$ cat src/rtl/slot_payout_engine.sv
// Slot-machine payout stage: classifies a latched spin reel by reel, pays the
// bet-dependent prize into the player score and maintains the progressive jackpot pool.
module slot_payout_engine #(
    parameter int NUM_REELS     = 3,
    parameter int SYM_W         = 4,
    parameter int SCORE_W       = 17,
    parameter int JACKPOT_SYM   = 7,
    parameter int WIN_SINGLE    = 200,
    parameter int WIN_MAX       = 1000,
    parameter int PAIR_SINGLE   = 20,
    parameter int PAIR_MAX      = 100,
    parameter int JP_SEED       = 5000,
    parameter int JP_INC_SINGLE = 10,
    parameter int JP_INC_MAX    = 50
) (
    input  logic                       clk,
    input  logic                       reset,
    input  logic                       start,
    input  logic [NUM_REELS*SYM_W-1:0] spin_in,
    input  logic                       bet_max,
    input  logic [SCORE_W-1:0]         score_in,
    output logic                       busy,
    output logic                       done,
    output logic [SCORE_W-1:0]         score_out,
    output logic [1:0]                 spin_type,
    output logic [SCORE_W-1:0]         jackpot_pool
);
    localparam int IDX_W = $clog2(NUM_REELS);
    localparam logic [IDX_W-1:0]   IDX_FIRST   = IDX_W'(1);
    localparam logic [IDX_W-1:0]   IDX_LAST    = IDX_W'(NUM_REELS - 1);
    localparam logic [SYM_W-1:0]   JP_SYMBOL   = SYM_W'(JACKPOT_SYM);
    localparam logic [SCORE_W-1:0] WIN_S       = SCORE_W'(WIN_SINGLE);
    localparam logic [SCORE_W-1:0] WIN_M       = SCORE_W'(WIN_MAX);
    localparam logic [SCORE_W-1:0] PAIR_S      = SCORE_W'(PAIR_SINGLE);
    localparam logic [SCORE_W-1:0] PAIR_M      = SCORE_W'(PAIR_MAX);
    localparam logic [SCORE_W-1:0] SEED        = SCORE_W'(JP_SEED);
    localparam logic [SCORE_W-1:0] INC_S       = SCORE_W'(JP_INC_SINGLE);
    localparam logic [SCORE_W-1:0] INC_M       = SCORE_W'(JP_INC_MAX);

    typedef enum logic [1:0] {IDLE, CHECK, PAY} stateT;

    stateT                      state, stateNext;
    logic [NUM_REELS*SYM_W-1:0] spinLatched, spinLatchedNext;
    logic                       betLatched, betLatchedNext;
    logic [SCORE_W-1:0]         scoreLatched, scoreLatchedNext;
    logic                       allMatch, allMatchNext;
    logic                       pairMatch, pairMatchNext;
    logic [IDX_W-1:0]           reelIdx, reelIdxNext;
    logic                       busyNext, doneNext;
    logic [SCORE_W-1:0]         scoreOutNext, poolNext;
    logic [1:0]                 spinTypeNext;

    // Reel 0 sits in the most significant field of the spin word.
    logic [SYM_W-1:0] reels [NUM_REELS];
    generate
        for (genvar gi = 0; gi < NUM_REELS; gi++) begin : g_reel
            assign reels[gi] = spinLatched[(NUM_REELS-1-gi)*SYM_W +: SYM_W];
        end
    endgenerate

    logic               isJackpot;
    logic [1:0]         typeCode;
    logic [SCORE_W-1:0] payout;
    logic [SCORE_W:0]   scoreSum, poolSum;

    always_comb begin
        isJackpot = allMatch && (reels[0] == JP_SYMBOL);
        typeCode  = 2'b00;
        payout    = '0;
        if (isJackpot) begin
            typeCode = 2'b11;
            payout   = jackpot_pool;
        end else if (allMatch) begin
            typeCode = 2'b01;
            payout   = betLatched ? WIN_M : WIN_S;
        end else if (pairMatch) begin
            typeCode = 2'b10;
            payout   = betLatched ? PAIR_M : PAIR_S;
        end
        scoreSum = {1'b0, scoreLatched} + {1'b0, payout};
        poolSum  = {1'b0, jackpot_pool} + {1'b0, (betLatched ? INC_M : INC_S)};
    end

    always_comb begin
        stateNext        = state;
        spinLatchedNext  = spinLatched;
        betLatchedNext   = betLatched;
        scoreLatchedNext = scoreLatched;
        allMatchNext     = allMatch;
        pairMatchNext    = pairMatch;
        reelIdxNext      = reelIdx;
        busyNext         = busy;
        doneNext         = 1'b0;
        scoreOutNext     = score_out;
        spinTypeNext     = spin_type;
        poolNext         = jackpot_pool;
        unique case (state)
            IDLE: begin
                if (start) begin
                    spinLatchedNext  = spin_in;
                    betLatchedNext   = bet_max;
                    scoreLatchedNext = score_in;
                    allMatchNext     = 1'b1;
                    reelIdxNext      = IDX_FIRST;
                    busyNext         = 1'b1;
                    stateNext        = CHECK;
                end
            end
            CHECK: begin
                if (reels[reelIdx] != reels[0]) allMatchNext = 1'b0;
                if (reelIdx == IDX_FIRST) pairMatchNext = (reels[1] == reels[0]);
                if (reelIdx == IDX_LAST) stateNext = PAY;
                else reelIdxNext = reelIdx + IDX_W'(1);
            end
            PAY: begin
                scoreOutNext = scoreSum[SCORE_W] ? '1 : scoreSum[SCORE_W-1:0];
                spinTypeNext = typeCode;
                // The jackpot pays the pool as it stood before this spin, then re-seeds.
                if (isJackpot) poolNext = SEED;
                else poolNext = poolSum[SCORE_W] ? '1 : poolSum[SCORE_W-1:0];
                doneNext  = 1'b1;
                busyNext  = 1'b0;
                stateNext = IDLE;
            end
            default: stateNext = IDLE;
        endcase
    end

    always_ff @(posedge clk or posedge reset) begin
        if (reset) begin
            state        <= IDLE;
            spinLatched  <= '0;
            betLatched   <= 1'b0;
            scoreLatched <= '0;
            allMatch     <= 1'b0;
            pairMatch    <= 1'b0;
            reelIdx      <= '0;
            busy         <= 1'b0;
            done         <= 1'b0;
            score_out    <= '0;
            spin_type    <= 2'b00;
            jackpot_pool <= SEED;
        end else begin
            state        <= stateNext;
            spinLatched  <= spinLatchedNext;
            betLatched   <= betLatchedNext;
            scoreLatched <= scoreLatchedNext;
            allMatch     <= allMatchNext;
            pairMatch    <= pairMatchNext;
            reelIdx      <= reelIdxNext;
            busy         <= busyNext;
            done         <= doneNext;
            score_out    <= scoreOutNext;
            spin_type    <= spinTypeNext;
            jackpot_pool <= poolNext;
        end
    end
endmodule

$ cat config.mk
export PLATFORM = sky130hd
export DESIGN_NAME = slot_payout_engine
export DESIGN_NICKNAME = d
export VERILOG_FILES = /design/src/rtl/slot_payout_engine.sv
export SDC_FILE = /design/constraint.sdc
export NUM_CORES = 1
export LEC_CHECK = 0
export BUFFER_PORTS_ARGS = -buffer_cell sky130_fd_sc_hd__buf_2
export CAP_MARGIN = 20
export CORE_MARGIN = 10
export CORE_UTILIZATION = 55
export CTS_BUF_LIST = sky130_fd_sc_hd__clkbuf_4 sky130_fd_sc_hd__clkbuf_8
export DETAILED_ROUTE_END_ITERATION = 7
export GPL_TIMING_DRIVEN = 0
export PLACE_DENSITY = 0.81
export SYNTH_ARGS = -nofsm -noshare
export SYNTH_HDL_FRONTEND = slang
export SYNTH_SLANG_ARGS = --single-unit
$ cat constraint.sdc
create_clock -name clk -period 6.9 [get_ports clk]
set_input_delay 0.69 -clock clk [delete_from_list [all_inputs] [get_ports clk]]
set_output_delay 0.69 -clock clk [all_outputs]
set_load 0.01 [all_outputs]
### After elaboration in Yosys (flattened, before gate mapping)

Index checks and enable logic that the tools add are counted.

* flip-flop bits (word level): 74
* bits in latches: 0
* bits in writable memories: 0
* ROM bits: 0
* bits of input ports: 33
* output and inout bits: 38
* logic and storage cells: 63
* memories: 0

* $add $sub $neg: 3
* multipliers: 0
* divide/modulo/power cells: 0
* $lt $le $gt $ge: 1
* equal/unequal tests: 11
* shift-type cells: 0
* muxes and demuxes: 25
* bitwise gates (word level): 1
* reduce and logical (&&, ||, !) cells: 10

Operators with widths (count)
* 2-to-1 mux 17 bit: 4
* 2-to-1 mux 10 bit: 2
* adder 17 x 17 -> 18 bit: 1
* adder 17 x 6 -> 18 bit: 1
* 2-to-1 mux 7 bit: 2
* 2-to-1 mux 2 bit: 6
* binary-select mux 4 bit (select 2 bit): 1
* 2-to-1 mux 4 bit: 2
* != test 2 bit, second input constant: 4
* case mux 2 bit (2 select lines): 2
* AND reduction 2 bit: 4
* 2-to-1 mux 6 bit: 1
* AND reduction 3 bit: 2
* == test 2 x 1 -> 1 bit, second input constant: 2
* == test 2 bit, second input constant: 2
* == test 4 x 3 -> 1 bit, second input constant: 1
* == test 4 bit: 1
* != test 4 bit: 1
* case mux 1 bit (2 select lines): 2
* nonzero test 2 bit: 2
* >= comparator 3 bit, second input constant: 1
* 2-to-1 mux 1 bit: 3
* NOT 2 -> 3 bit: 1
* adder 2 x 1 -> 2 bit, second input constant: 1
* other kinds (2): 2

### Depth between registers and ports, before layout

* word-level depth: 7
* gate-level depth with buffers: 14
* mapped depth without buffers: 11

### Worst setup path after synthesis

No wires, ideal clock.

* path kind: register to register
* start: register allMatch
* end: register score_out[14]
* library setup time: 126 ps
* arrival: 3210 ps
* required time: 6774 ps
* slack: 3564 ps
* stages on the path, launching flop included: 13
* path buffers: 2
* clock period less this slack: 3336 ps
* cell sequence: dfrtp_1 > clkbuf_1 > nand2_1 > nor3_1 > clkbuf_1 > and2_1 > ha_1 > a211oi_2 > nor4_1 > or3_4 > a41o_1 > a31o_4 > o32a_1

* word-level cells in the longest chain between the ends: 4
* elaborated cells on any way between the ends: 5
* those cells by class: 1 x add/sub; 3 x mux; 1 x reduce/logical

RTL lines
* start, declared: line 46 `logic allMatch, allMatchNext;`
* start signal, assigned: line 148 `allMatch <= allMatchNext;`
* 2-to-1 mux 10 bit / logical AND 1 bit (equally long branches): line 73, 67
* 2-to-1 mux 17 bit (*): line 70 `if (isJackpot) begin`
* adder 17 x 17 -> 18 bit (*): line 80 `scoreSum = {1'b0, scoreLatched} + {1'b0, payout};`
* 2-to-1 mux 17 bit (*): line 116 `scoreOutNext = scoreSum[SCORE_W] ? '1 : scoreSum[SCORE_W-1:0];`
* end signal, assigned: line 153 `score_out <= scoreOutNext;`
* end, declared: line 24 `output logic [SCORE_W-1:0] score_out,`

Mark *: on every way between the ends. The rest lies on a longest branch, timed or not.
A chain may end at the register's enable or synchronous reset.

### Final worst setup path

Same ends and word-level chain as after synthesis.

==> summary.txt <==
Status
  – Status: complete, no violations

Routing
  – Routed Antenna Nets: 0
  – Pre-antenna DRT Iters: 4
  – WL per Instance: 17.8 um
  – Via-per-instance ratio: 5.95
  – Vias after detailed routing: roughly 3,600
  – Iter 0 DRT Violations: around 280
  – DRC Markers: 0
  – Final WL: between 10 and 15 mm

Setup path
  – Worst path slowest cell: nor3_1
  – Worst Path Max Fanout: 10
  – Arr. time, crit path: between 4 and 5 ns
  – Reg-to-reg critical path startpoint: allMatch
  – Critical setup path kind: reg2reg
  – Slowest Stage Delay on Critical Path: ~0.47 ns
  – Worst r2r dst: score_out[14]
  – Worst reg2reg setup slack: ~2.9 ns
  – CP startpoint kind: flip-flop
  – Worst path required time: around 7.1 ns
  – Crit path buffers/inverters: 2
  – Crit-path cells: clkbuf_1 > nand2_1 > nor3_1 > clkbuf_1 > and2_1 > ha_1 > a211oi_2 > nor4_1 > or3_4 > a41o_1 > a31o_4 > o32a_1
  – CP top delay family: simple AND/OR/NAND/NOR gates
  – R2R depth: 12
  – Crit end category: flip-flop
  – CP most frequent cell: clkbuf_1

Timing
  – Setup WS post-layout: roughly 2.9 ns
  – Worst Tran Pin Value: between 0.8 and 0.9 ns
  – Hold Violations, Final: 0
  – FMAX: between 200 and 250 MHz
  – Total negative slack: 0 ns
  – Clock period minus final worst setup slack: slightly above 4 ns
  – Setup Skew: between 0.015 and 0.02 ns
  – Max-slew violations: 0
  – Slew margin rel.: around two fifths
  – Unrepaired setup endpoints after global routing: no
  – # setup viols final: 0
  – Period utilization: between 50 and 60%

Yosys
  – Leading register cell type out of synthesis: dfrtp_1
  – Yosys cell types: 52
  – Synth cell count leaders: 69 x dfrtp_1, 29 x mux2_2, 28 x o21ai_0
  – Sequential area share after synthesis: a little over two fifths
  – Post-synth top area share: 40.8%
  – Post-Synthesis Cells: around 420
  – Synthesis Warnings: 0
  – Synth async-reset ratio: 100%
  – #FFs+latches synth: 74
  – Top-count cell post-synth: dfrtp_1
  – EDFF count, synth: 0
  – Avg Inst Size Synth: around 10 sq um
  – Net Count, Synth: ~470
  – Cell taking the most area after synthesis: dfrtp_1
  – Cell area after synthesis: 4240 sq um
  – Most area-consuming cells after synthesis: dfrtp_1 41%, mux2_2 7.7%, ha_1 6.8%, o22a_1 3.5%, o21ai_0 3.3%

Global route
  – GRT Resource Usage Total: 18.4%
  – Vias in the first global route: approximately 3,600
  – First-pass GRT wire length: 17.2 mm
  – Total gr overflow: 0
  – Initial antenna violation count: 0
  – Largest net degree at the start of global routing: 75

Clock tree
  – PostCTS Resize Cnt: 0
  – Htree depth: 3
  – CTS Hold Buffers Added: 0
  – Root Buffer: clkbuf_8
  – Clk slew on worst S/H paths: 0.09 ns
  – TritonCTS sink count: 74
  – CTS tree: built
  – Clk_lat worst skew: between 0.3 and 0.4 ns
  – CTS Buf Count: 9
  – CTS max path bufs: 2
  – # Post-CTS Setup Buffers: 0

Hold path
  – HP Start: spin_type[0]
  – Number of cells on the worst hold path: 2
  – Hold path endpoint: spin_type[0]
  – Worst Hold Class: reg2reg

Final layout
  – # diodes: 0
  – Layout Cells excl Fill: 601
  – Layout fillers: approximately 630
  – Final net count: around 550
  – Final instance area: ~5000 sq um
  – Share of cells above drive strength 1: between 20% and 30%
  – Area growth syn-to-layout: 15.3%

Place
  – Placed cell count: 585
  – Pre-CTS setup slack: around 3 ns
  – Dpl cell area: 4710 sq um
  – IO Port Bufs: 70
  – Detail Placement HPWL: 8.07 mm
  – GPL Wtd Cong: 0.866

Floorplan
  – Chip width: ~110 um
  – Rows: 31
  – Total die area: 11,600 sq um
  – # IOs: 71
  – Die Height: 108 um
  – Starting Density: between 50% and 60%
  – Placeable Area: around 7400 sq um

Power and ir drop
  – LEAKAGE: ~2.2 nW
  – Total power: 2.14 mW
  – Peak supply drop: between 0.0002 and 0.00025 V
  – PwrDens: between 400 and 500 nW/um^2

Job
  – Number of max-cap violations: 0
==> worst max-delay path by stage <==
stage | slack (ns) | to | from | cells past startpoint
floorplan | 3.56 | score_out[14] | allMatch | 12
global placement | 3.00 | score_out[14] | allMatch | 12
global route | 2.62 | score_out[4] | allMatch | 13
CTS | 2.89 | score_out[14] | allMatch | 12
detailed placement | 2.94 | score_out[14] | allMatch | 12
finish | 2.87 | score_out[14] | allMatch | 12
==> kinds of logic (layout without fill, tap and decap cells) <==
logic type                 count (synthesis)  after routing  share of synthesized area [%]
and+or+nand+nor                          107            107                           12.9
AOI/OAI and AO/OA                        130            130                           20.7
muxes                                     31             31                           8.18
DFF                                       74             74                           43.9
buffers and inverters                     29            115                           2.75
xor gates and xnor gates                  21             21                           4.34
adders and majority gates                 24             24                           7.27
==> routing by layer <==
metal  track usage, %  vias to the layer above  share of wire [%]
met5                0                        -                  0
met4             6.01                        0                1.6
met3             5.45                       17                7.9
met2             31.2                      139                 49
met1             21.6                     1710                 42
li1                 -                     1708                  -
==> sequential cells by signal, indices dropped and copies added (netlist names), 2 cells and up <==
register,count
score_out,17
spin_type,2
reelIdx,2
state,2
scoreLatched,17
jackpot_pool,17
reels,12
==> cell type report <==
type	instances	area, sq um	area share, %
inverters	13	51.3	1.05
clock inverters	7	46.3	0.948
plain buffers	16	67.6	1.38
repair buffers	70	350	7.18
multi-input cells	313	2260	46.3
well taps	99	124	2.54
clock buffers	9	124	2.54
flip-flops and latches	74	1860	38.1
==> report_power, final <==
group          internal (mW)  total, mW  switching, mW
logic                  0.496       1.05          0.553
clock network          0.129      0.296          0.167
registers              0.627      0.799          0.172
total                   1.25       2.14          0.892
==> per-stage QoR <==
stage	util [%]	hold WS, ns
6_report	66.2	0.482
5_1_grt	66.2	0.502
4_1_cts	66.2	0.487
3_5_place_dp	63.9	0.462
3_3_place_gp	63.9	0.462
2_1_floorplan	-	0.485
==> worst min-delay path, delay by kind of cell, from the launching register on <==
| kind | cells | cell delay [ns] |
|---|---|---|
| flops | 1 | 0.35 |
| simple gates | 2 | 0.11 |
==> layout by cell type, fill, tap and decap left out, types with 4 or more instances in the layout <==
master / count
mux2_2: 29
dfrtp_1: 69
inv_1: 10
nand2_1: 26
clkbuf_8: 9
nor2_1: 22
and2_1: 10
a31oi_1: 14
clkbuf_1: 12
buf_2: 70
xnor2_1: 14
o22a_1: 17
dfstp_2: 5
ha_1: 23
nor3_1: 6
a211oi_1: 9
o21ai_0: 28
a221oi_1: 4
a21o_1: 13
xor2_1: 7
nand2b_1: 5
nand3_1: 11
a21oi_1: 24
and3_1: 9
o21a_1: 4
No activity file was read; power rests on OpenSTA's default activity.
